<file path="config.mk">
export PLATFORM = sky130hd
export DESIGN_NAME = axi_sram_rd_slave
export DESIGN_NICKNAME = d
export VERILOG_FILES = /design/src/rtl/axi_sram_rd_slave.sv
export SDC_FILE = /design/constraint.sdc
export NUM_CORES = 1
export LEC_CHECK = 0
export ABC_AREA = 1
export BUFFER_PORTS_ARGS = -buffer_cell sky130_fd_sc_hd__buf_2
export CAP_MARGIN = 10
export CORE_ASPECT_RATIO = 0.6
export CORE_MARGIN = 10
export CORE_UTILIZATION = 40
export CTS_CLUSTER_SIZE = 10
export DETAILED_ROUTE_END_ITERATION = 16
export SLEW_MARGIN = 0
export SYNTH_ARGS = -nofsm -noshare
export SYNTH_HDL_FRONTEND = slang
export SYNTH_SLANG_ARGS = --single-unit
</file>
<file path="constraint.sdc">
create_clock -name clk -period 6.7 [get_ports clk]
set_clock_uncertainty 0.05 [all_clocks]
set_input_delay 1.34 -clock clk [delete_from_list [all_inputs] [get_ports clk]]
set_output_delay 1.34 -clock clk [all_outputs]
set_load 0.005 [all_outputs]
</file>
<file path="src/rtl/axi_sram_rd_slave.sv">
// AXI4 read-channel responder backed by a synchronous single-port SRAM.
// Handles one AR request at a time and supports FIXED, INCR and WRAP bursts of
// up to 256 beats on a 64-bit data path. Each beat costs one SRAM read and is
// held on R until the master accepts it.
module axi_sram_rd_slave #(
    parameter logic [31:0] MEM_BASE = 32'h8000_0000,
    parameter logic [31:0] MEM_SIZE = 32'h0800_0000
) (
    input  logic        clk,
    input  logic        rst,        // asynchronous, active-low
    input  logic        arvalid,
    input  logic [31:0] araddr,
    input  logic [3:0]  arid,
    input  logic [7:0]  arlen,
    input  logic [2:0]  arsize,
    input  logic [1:0]  arburst,
    output logic        arready,
    input  logic        rready,
    output logic        rvalid,
    output logic [1:0]  rresp,
    output logic [63:0] rdata,
    output logic        rlast,
    output logic [3:0]  rid,
    output logic        mem_ren,
    output logic [31:0] mem_raddr,
    input  logic [63:0] mem_rdata
);

    localparam logic [1:0] BURST_FIXED = 2'b00;
    localparam logic [1:0] BURST_INCR  = 2'b01;
    localparam logic [1:0] BURST_WRAP  = 2'b10;
    localparam logic [1:0] BURST_RSVD  = 2'b11;

    localparam logic [1:0] RESP_OKAY   = 2'b00;
    localparam logic [1:0] RESP_SLVERR = 2'b10;
    localparam logic [1:0] RESP_DECERR = 2'b11;

    typedef enum logic [1:0] {
        IDLE = 2'd0,
        REQ  = 2'd1,
        CAPT = 2'd2,
        RESP = 2'd3
    } state_t;

    state_t      state_reg, state_next;

    logic [31:0] addr_reg;
    logic [3:0]  id_reg;
    logic [7:0]  len_reg;
    logic [2:0]  size_reg;
    logic [1:0]  burst_reg;
    logic [7:0]  beat_cnt_reg;
    logic        burst_err_reg;
    logic [63:0] rdata_reg;
    logic [1:0]  rresp_reg;
    logic        rlast_reg;

    logic        ar_hs;
    logic        r_hs;
    logic        ar_err;
    logic [31:0] ar_incr;
    logic        wrap_len_ok;
    logic [31:0] beat_incr;
    logic [31:0] wrap_mask;
    logic [31:0] addr_sum;
    logic [31:0] addr_adv;
    logic [31:0] range_off;
    logic        beat_decerr;
    logic        beat_err;

    // Handshakes; arready drops as soon as rst goes low, without waiting for a clock
    assign arready = (state_reg == IDLE) & rst;
    assign ar_hs   = arvalid & arready;
    assign r_hs    = (state_reg == RESP) & rready;

    // Burst-level legality of the incoming request, latched at AR acceptance
    always_comb begin
        ar_incr     = 32'd1 << arsize;
        wrap_len_ok = (arlen == 8'd1) | (arlen == 8'd3) | (arlen == 8'd7) | (arlen == 8'd15);
        ar_err      = 1'b0;
        if (arburst == BURST_RSVD)
            ar_err = 1'b1;
        if (arsize > 3'd3)
            ar_err = 1'b1;
        if ((arburst == BURST_WRAP) && !wrap_len_ok)
            ar_err = 1'b1;
        if ((arburst == BURST_WRAP) && ((araddr & (ar_incr - 32'd1)) != 32'd0))
            ar_err = 1'b1;
    end

    // Next-beat address: WRAP keeps the upper bits of the wrap window and
    // lets only the in-window offset roll over
    always_comb begin
        beat_incr = 32'd1 << size_reg;
        wrap_mask = (({24'd0, len_reg} + 32'd1) << size_reg) - 32'd1;
        addr_sum  = addr_reg + beat_incr;
        unique case (burst_reg)
            BURST_FIXED: addr_adv = addr_reg;
            BURST_WRAP:  addr_adv = (addr_reg & ~wrap_mask) | (addr_sum & wrap_mask);
            default:     addr_adv = addr_sum;
        endcase
    end

    // Per-beat decode: the unsigned offset from MEM_BASE wraps high for
    // addresses below the window, so one compare covers both edges
    always_comb begin
        range_off   = addr_reg - MEM_BASE;
        beat_decerr = (range_off >= MEM_SIZE);
        beat_err    = burst_err_reg | beat_decerr;
    end

    // State register
    always_ff @(posedge clk or negedge rst) begin
        if (!rst)
            state_reg <= IDLE;
        else
            state_reg <= state_next;
    end

    // Next-state logic: one SRAM read, one capture, then hold until accepted
    always_comb begin
        state_next = state_reg;
        unique case (state_reg)
            IDLE:    if (ar_hs) state_next = REQ;
            REQ:     state_next = CAPT;
            CAPT:    state_next = RESP;
            RESP:    if (r_hs) state_next = rlast_reg ? IDLE : REQ;
            default: state_next = IDLE;
        endcase
    end

    // Burst context: latched on AR, advanced after every non-final beat is accepted
    always_ff @(posedge clk or negedge rst) begin
        if (!rst) begin
            addr_reg      <= 32'd0;
            id_reg        <= 4'd0;
            len_reg       <= 8'd0;
            size_reg      <= 3'd0;
            burst_reg     <= BURST_FIXED;
            beat_cnt_reg  <= 8'd0;
            burst_err_reg <= 1'b0;
        end else if (ar_hs) begin
            addr_reg      <= araddr;
            id_reg        <= arid;
            len_reg       <= arlen;
            size_reg      <= arsize;
            burst_reg     <= arburst;
            beat_cnt_reg  <= 8'd0;
            burst_err_reg <= ar_err;
        end else if (r_hs && !rlast_reg) begin
            addr_reg      <= addr_adv;
            beat_cnt_reg  <= beat_cnt_reg + 8'd1;
        end
    end

    // R beat holding registers, loaded once per beat so they stay stable under stall
    always_ff @(posedge clk or negedge rst) begin
        if (!rst) begin
            rdata_reg <= 64'd0;
            rresp_reg <= RESP_OKAY;
            rlast_reg <= 1'b0;
        end else if (state_reg == CAPT) begin
            rdata_reg <= beat_err ? 64'd0 : mem_rdata;
            rresp_reg <= burst_err_reg ? RESP_SLVERR : (beat_decerr ? RESP_DECERR : RESP_OKAY);
            rlast_reg <= (beat_cnt_reg == len_reg);
        end
    end

    // SRAM read strobe is suppressed for any beat that will not return data
    assign mem_ren   = (state_reg == REQ) & ~beat_err;
    assign mem_raddr = (state_reg == REQ) ? {addr_reg[31:3], 3'b000} : 32'd0;

    assign rvalid = (state_reg == RESP);
    assign rdata  = rdata_reg;
    assign rresp  = rresp_reg;
    assign rlast  = rlast_reg;
    assign rid    = id_reg;

endmodule

</file>
# Word-level counts from Yosys, hierarchy flattened
# Cells that the tools add are included.
dict set report word_totals {
  reg_bits 127
  input_bits 117
  word_cells 78
  output_inout_bits 106
}
dict set report classes {
  n_addsub 6
  order_cmp 2
  n_mux 17
  eq_ne 14
  bitwise 14
  reduce_logical 11
  shift 3
}
# op n
set ops {}
lappend ops {{32-bit AND} 3}
lappend ops {{32-bit 2-to-1 mux} 3}
lappend ops {{64-bit 2-to-1 mux} 1}
lappend ops {{32-bit case mux with 2 select lines} 1}
lappend ops {{1-bit by 3-bit left shift with 32-bit output (first input constant)} 2}
lappend ops {{32-bit by 1-bit subtractor with 32-bit output (second input constant)} 2}
lappend ops {{32-bit adder} 1}
lappend ops {{32-bit by 28-bit >= comparator with 1-bit output (second input constant)} 1}
lappend ops {{32-bit inverter} 1}
lappend ops {{32-bit OR} 1}
lappend ops {{32-bit nonzero test} 1}
lappend ops {{9-bit by 3-bit left shift with 32-bit output} 1}
lappend ops {{32-bit subtractor (second input constant)} 1}
lappend ops {{8-bit 2-to-1 mux} 2}
lappend ops {{2-bit == test (second input constant)} 5}
lappend ops {{8-bit by 1-bit adder with 9-bit output (second input constant)} 1}
lappend ops {{8-bit by 1-bit adder with 8-bit output (second input constant)} 1}
lappend ops {{8-bit by 1-bit == test with 1-bit output (second input constant)} 1}
lappend ops {{8-bit by 2-bit == test with 1-bit output (second input constant)} 1}
lappend ops {{8-bit by 3-bit == test with 1-bit output (second input constant)} 1}
lappend ops {{8-bit by 4-bit == test with 1-bit output (second input constant)} 1}
lappend ops {{8-bit == test} 1}
lappend ops {{2-bit 2-to-1 mux} 4}
lappend ops {{2-bit case mux with 4 select lines} 1}
lappend ops {{13 further kinds} 29}

# Longest topological paths before layout
dict set report logic_depth {
  ltp_word 9
  mapped_depth 20
  depth_no_buf 19
}

# Least setup slack after synthesis
# OpenSTA, ideal clock, no wires.
dict set report synth_timing {
  path_type {register to register}
  startpoint {register size_reg[0]}
  endpoint {register (tool-made name)}
  setup_slack_ps 3710
  arrival_time_ps 2816
  t_required_ps 6526
  setup_time_ps 124
  synth_period_minus_slack_ps 2990
  n_path_buf 2
  stages_incl_launch_ff 20
  path_cell_list {dfrtp_1 -> buf_4 -> buf_2 -> nor3_1 -> ha_1 -> inv_1 -> fa_1 -> nand3b_1 -> nand2_1 -> a21oi_1 -> o21ai_0 -> nand2_1 -> nor2_1 -> nand2_1 -> nor2_1 -> nand3_1 -> nand2_1 -> nand3_1 -> o211ai_1 -> nand2_1}
}
# item line_no
set synth_rtl {}
lappend synth_rtl {{start, declared} 50} ;# logic [2:0] size_reg;
lappend synth_rtl {{start signal, assigned} 146} ;# size_reg <= arsize;

==> flow_summary.yaml <==
status:
  outcome: "complete, no violations"
critical_path:
  cpPeakStageDelay_ns: 0.70
  path_cells: "buf_6 -> nand2_1 -> inv_2 -> nand2_2 -> inv_2 -> or2_2 -> inv_1 -> a21oi_2 -> buf_4 -> inv_1 -> a21oi_4 -> inv_1 -> nand2_1 -> nand2_1"
  required_ns: 6.95
  cp_slowest_cell: "inv_2"
  end_kind: "flop"
  arrival_ns: 4.36
  reg2reg_from: "size_reg[0]"
  path_max_fanout: 59
  reg2regPathDepth: 17
  reg2reg_slack_ns: 2.74
  criticalPathCategory: "in2reg"
  cp-start-kind: "input pin"
sta:
  rsz0062_at_grt: "no"
  finalCriticalPeriod_ns: 4.115
  hold_viol: 0
  worst_pin_slew_ns: 1.030
  fmax_mhz: 243.0
  fin_crit_sh_pct: 61.41
  drv_slew: 0
  setup_viol: 0
  slew-limit-headroom_pct: 31.37
  fin_setup_tns_ns: 0
floorplan:
  die_x_um: 203.8
  num_rows: 40
  die_y_um: 130.3
  die-area_mm2: 0.02655
  ios: 223
  start_util_pct: 40.60
  core_mm2: 0.01997
placed_design:
  io_buffers: 219
  hpwl_mm: 21.67
  gp_congestion: 0.8762
  placement.cell_area_mm2: 0.009395
route:
  drc: 0
  via_count: 8107
  vias_per_cell: 5.138
  dr.pass1.iters: 5
  drtIter0Drc: 744
  detail-route-antenna-nets: 0
  avgRoutedWirePerCell_um: 17.74
  wirelength_mm: 28.00
yosys:
  synth-compound-area-share_pct: 16.55
  synth_area_leaders: "dfrtp_1 39%, nand2_1 14%, a22o_1 6.9%"
  ys_ff_latch: 127
  synth_flop_cell: "dfrtp_1"
  netlist_area_mm2: 0.008107
  synth_common_cells: "292 x nand2_1, 135 x inv_1, 127 x dfrtp_1"
  synthMuxAreaShare_pct: 0.1235
  synthArstFlopShare_pct: 100.0
  yosys.area_share.adder_pct: 3.180
  yosysMostFrequentCell: "nand2_1"
  synthDominantCellAreaShare_pct: 39.20
  syn_inst: 1095
  synth_area_per_cell_um2: 7.403
  synth.yosys.seq_area_share_pct: 39.20
  yosys_warnings: 0
  synth_edf_count: 0
  yosys.area_share.simple_pct: 29.99
  synth_top_family_by_area: "simple AND/OR/NAND/NOR gates"
  synthXorXnorAreaFrac_pct: 1.621
  ys_types: 50
  synth_top_cell_by_area: "dfrtp_1"
run:
  maxCapViolCount: 0
global_routing:
  overflow: 0
  grt_pass1_wl_mm: 43.77
  antenna_found_initial: 2
  grt_util_all_layers_pct: 20.83
  grt_start_max_net_pins: 74
  grt_pass1_vias: 7812
layout:
  fin_nets: 1430
  post-route-cell-area_mm2: 0.009978
  areaGrowthSynthToFinish_pct: 23.09
  fillerInstances: 1994
  layout-drive-gt1-share_pct: 23.31
power_and_ir_drop:
  p_sw_mw: 1.956
  power_density_mw_per_mm2: 416.4
  p_sw_share_pct: 47.07
  pwr-share-comb_pct: 49.6
  ir_worst_vdd_v: 0.0002606
  p_clk_share_pct: 22.2
  p_int_mw: 2.199
  p_leak_nw: 5.509
  pwr-share-seq_pct: 28.2
clock_network:
  clock-sinks: 127
  cts_hold_buf: 0
  numCtsBuffers: 17
  path_clk_slew_ns: 0.06
  cts.repair.resized: 0
  h-tree-depth: 4
  clk_path_buf_depth: 2
  postCtsSetupRepairBufs: 0
  cts_tree: "yes"
  cts-root-buf: "clkbuf_16"
  clk_latency_ns: 0.43
hold_path:
  holdPathStages: 2
  hp-class: "reg2reg"
  hold_end: "rid[2]"
  hold_start: "rid[2]"
==> layer usage <==
metal | up-vias | global-route usage (%) | part of all wire (%) | routed length, µm
met4 | 0 | 3.755 | 0.71 | 200
li1 | 4021 | - | - | -
met1 | 3750 | 31.34 | 50 | 14000
met3 | 15 | 7.477 | 11 | 2948
met5 | - | 0 | 0 | 0
met2 | 321 | 27.51 | 39 | 10850
==> power by group through the flow <==
stage          Combinational [mW]  Sequential, mW  Clock (mW)
2_1_floorplan                1.60            1.06           0
3_3_place_gp                 2.02            1.18           0
3_5_place_dp                 2.03            1.17           0
4_1_cts                      2.04            1.16       0.936
5_1_grt                      2.35            1.20       0.969
6_report                     2.06            1.17       0.922
==> how the worst max path moves through the flow <==
stage	start	endpoint	cells after the start
final	rst	flop	14
after global routing	rst	flop	14
after CTS	rst	flop	14
after detailed placement	rst	flop	14
after global placement	rst	flop	14
after floorplan	size_reg[0]	flop	19
==> cell families after synthesis <==
logic type,Yosys count
XOR/XNOR,15
adder cells (fa/ha/maj),20
other,1
flip-flops,127
multiplexers,1
AND/OR/NAND/NOR,542
buffers and inverters,189
AO/OA/AOI/OAI,200
==> critical path: cells and delay by family <==
kind / cells / cell delay, ns
compound gates: 2 / 0.44
simple gates: 5 / 0.58
buf+inv: 7 / 1.89
==> layout make-up <==
type	instances	area [µm²]	area share, %
Sequential cell	127	3178	31.85
Inverter	139	523.0	5.241
Timing Repair Buffer	227	1162	11.65
Tap cell	273	341.6	3.423
Clock inverter	9	110.1	1.103
Antenna cell	1	2.502	0.02508
Multi-Input combinational cell	781	4190	41.99
Clock buffer	21	470.5	4.715
==> cells in the final DEF, fill, tap and decap left out, drive strengths merged, types with 2 or more instances in the layout <==
master / instances
nand4: 13
o211ai: 5
nor3: 24
a21oi: 45
a31oi: 2
xnor2: 5
clkinvlp: 3
o2111ai: 4
o21bai: 2
dfrtp: 127
or2: 7
o21a: 3
buf: 227
nand2: 303
nor2: 74
nand3: 109
o22ai: 6
nand3b: 2
inv: 138
o31ai: 3
ha: 19
a22o: 64
nor4: 10
clkinv: 5
bufinv: 2
conb: 3
clkbuf: 21
o21ai: 61
xor2: 10
==> per-stage QoR <==
stage | power (mW) | util [%] | std cells | setup WS, ns | hold WS [ns]
floorplan | 2.657 | - | 1097 | 3.710 | 0.4081
global placement | 3.196 | 47.05 | 1547 | 2.247 | 0.4218
detailed placement | 3.202 | 47.05 | 1547 | 2.180 | 0.4187
CTS | 4.141 | 49.96 | 1577 | 2.601 | 0.4402
global route | 4.522 | 49.97 | 1578 | 2.261 | 0.4682
finish | 4.155 | 49.97 | 1578 | 2.585 | 0.4397
Power figures use the tool's default switching activity.
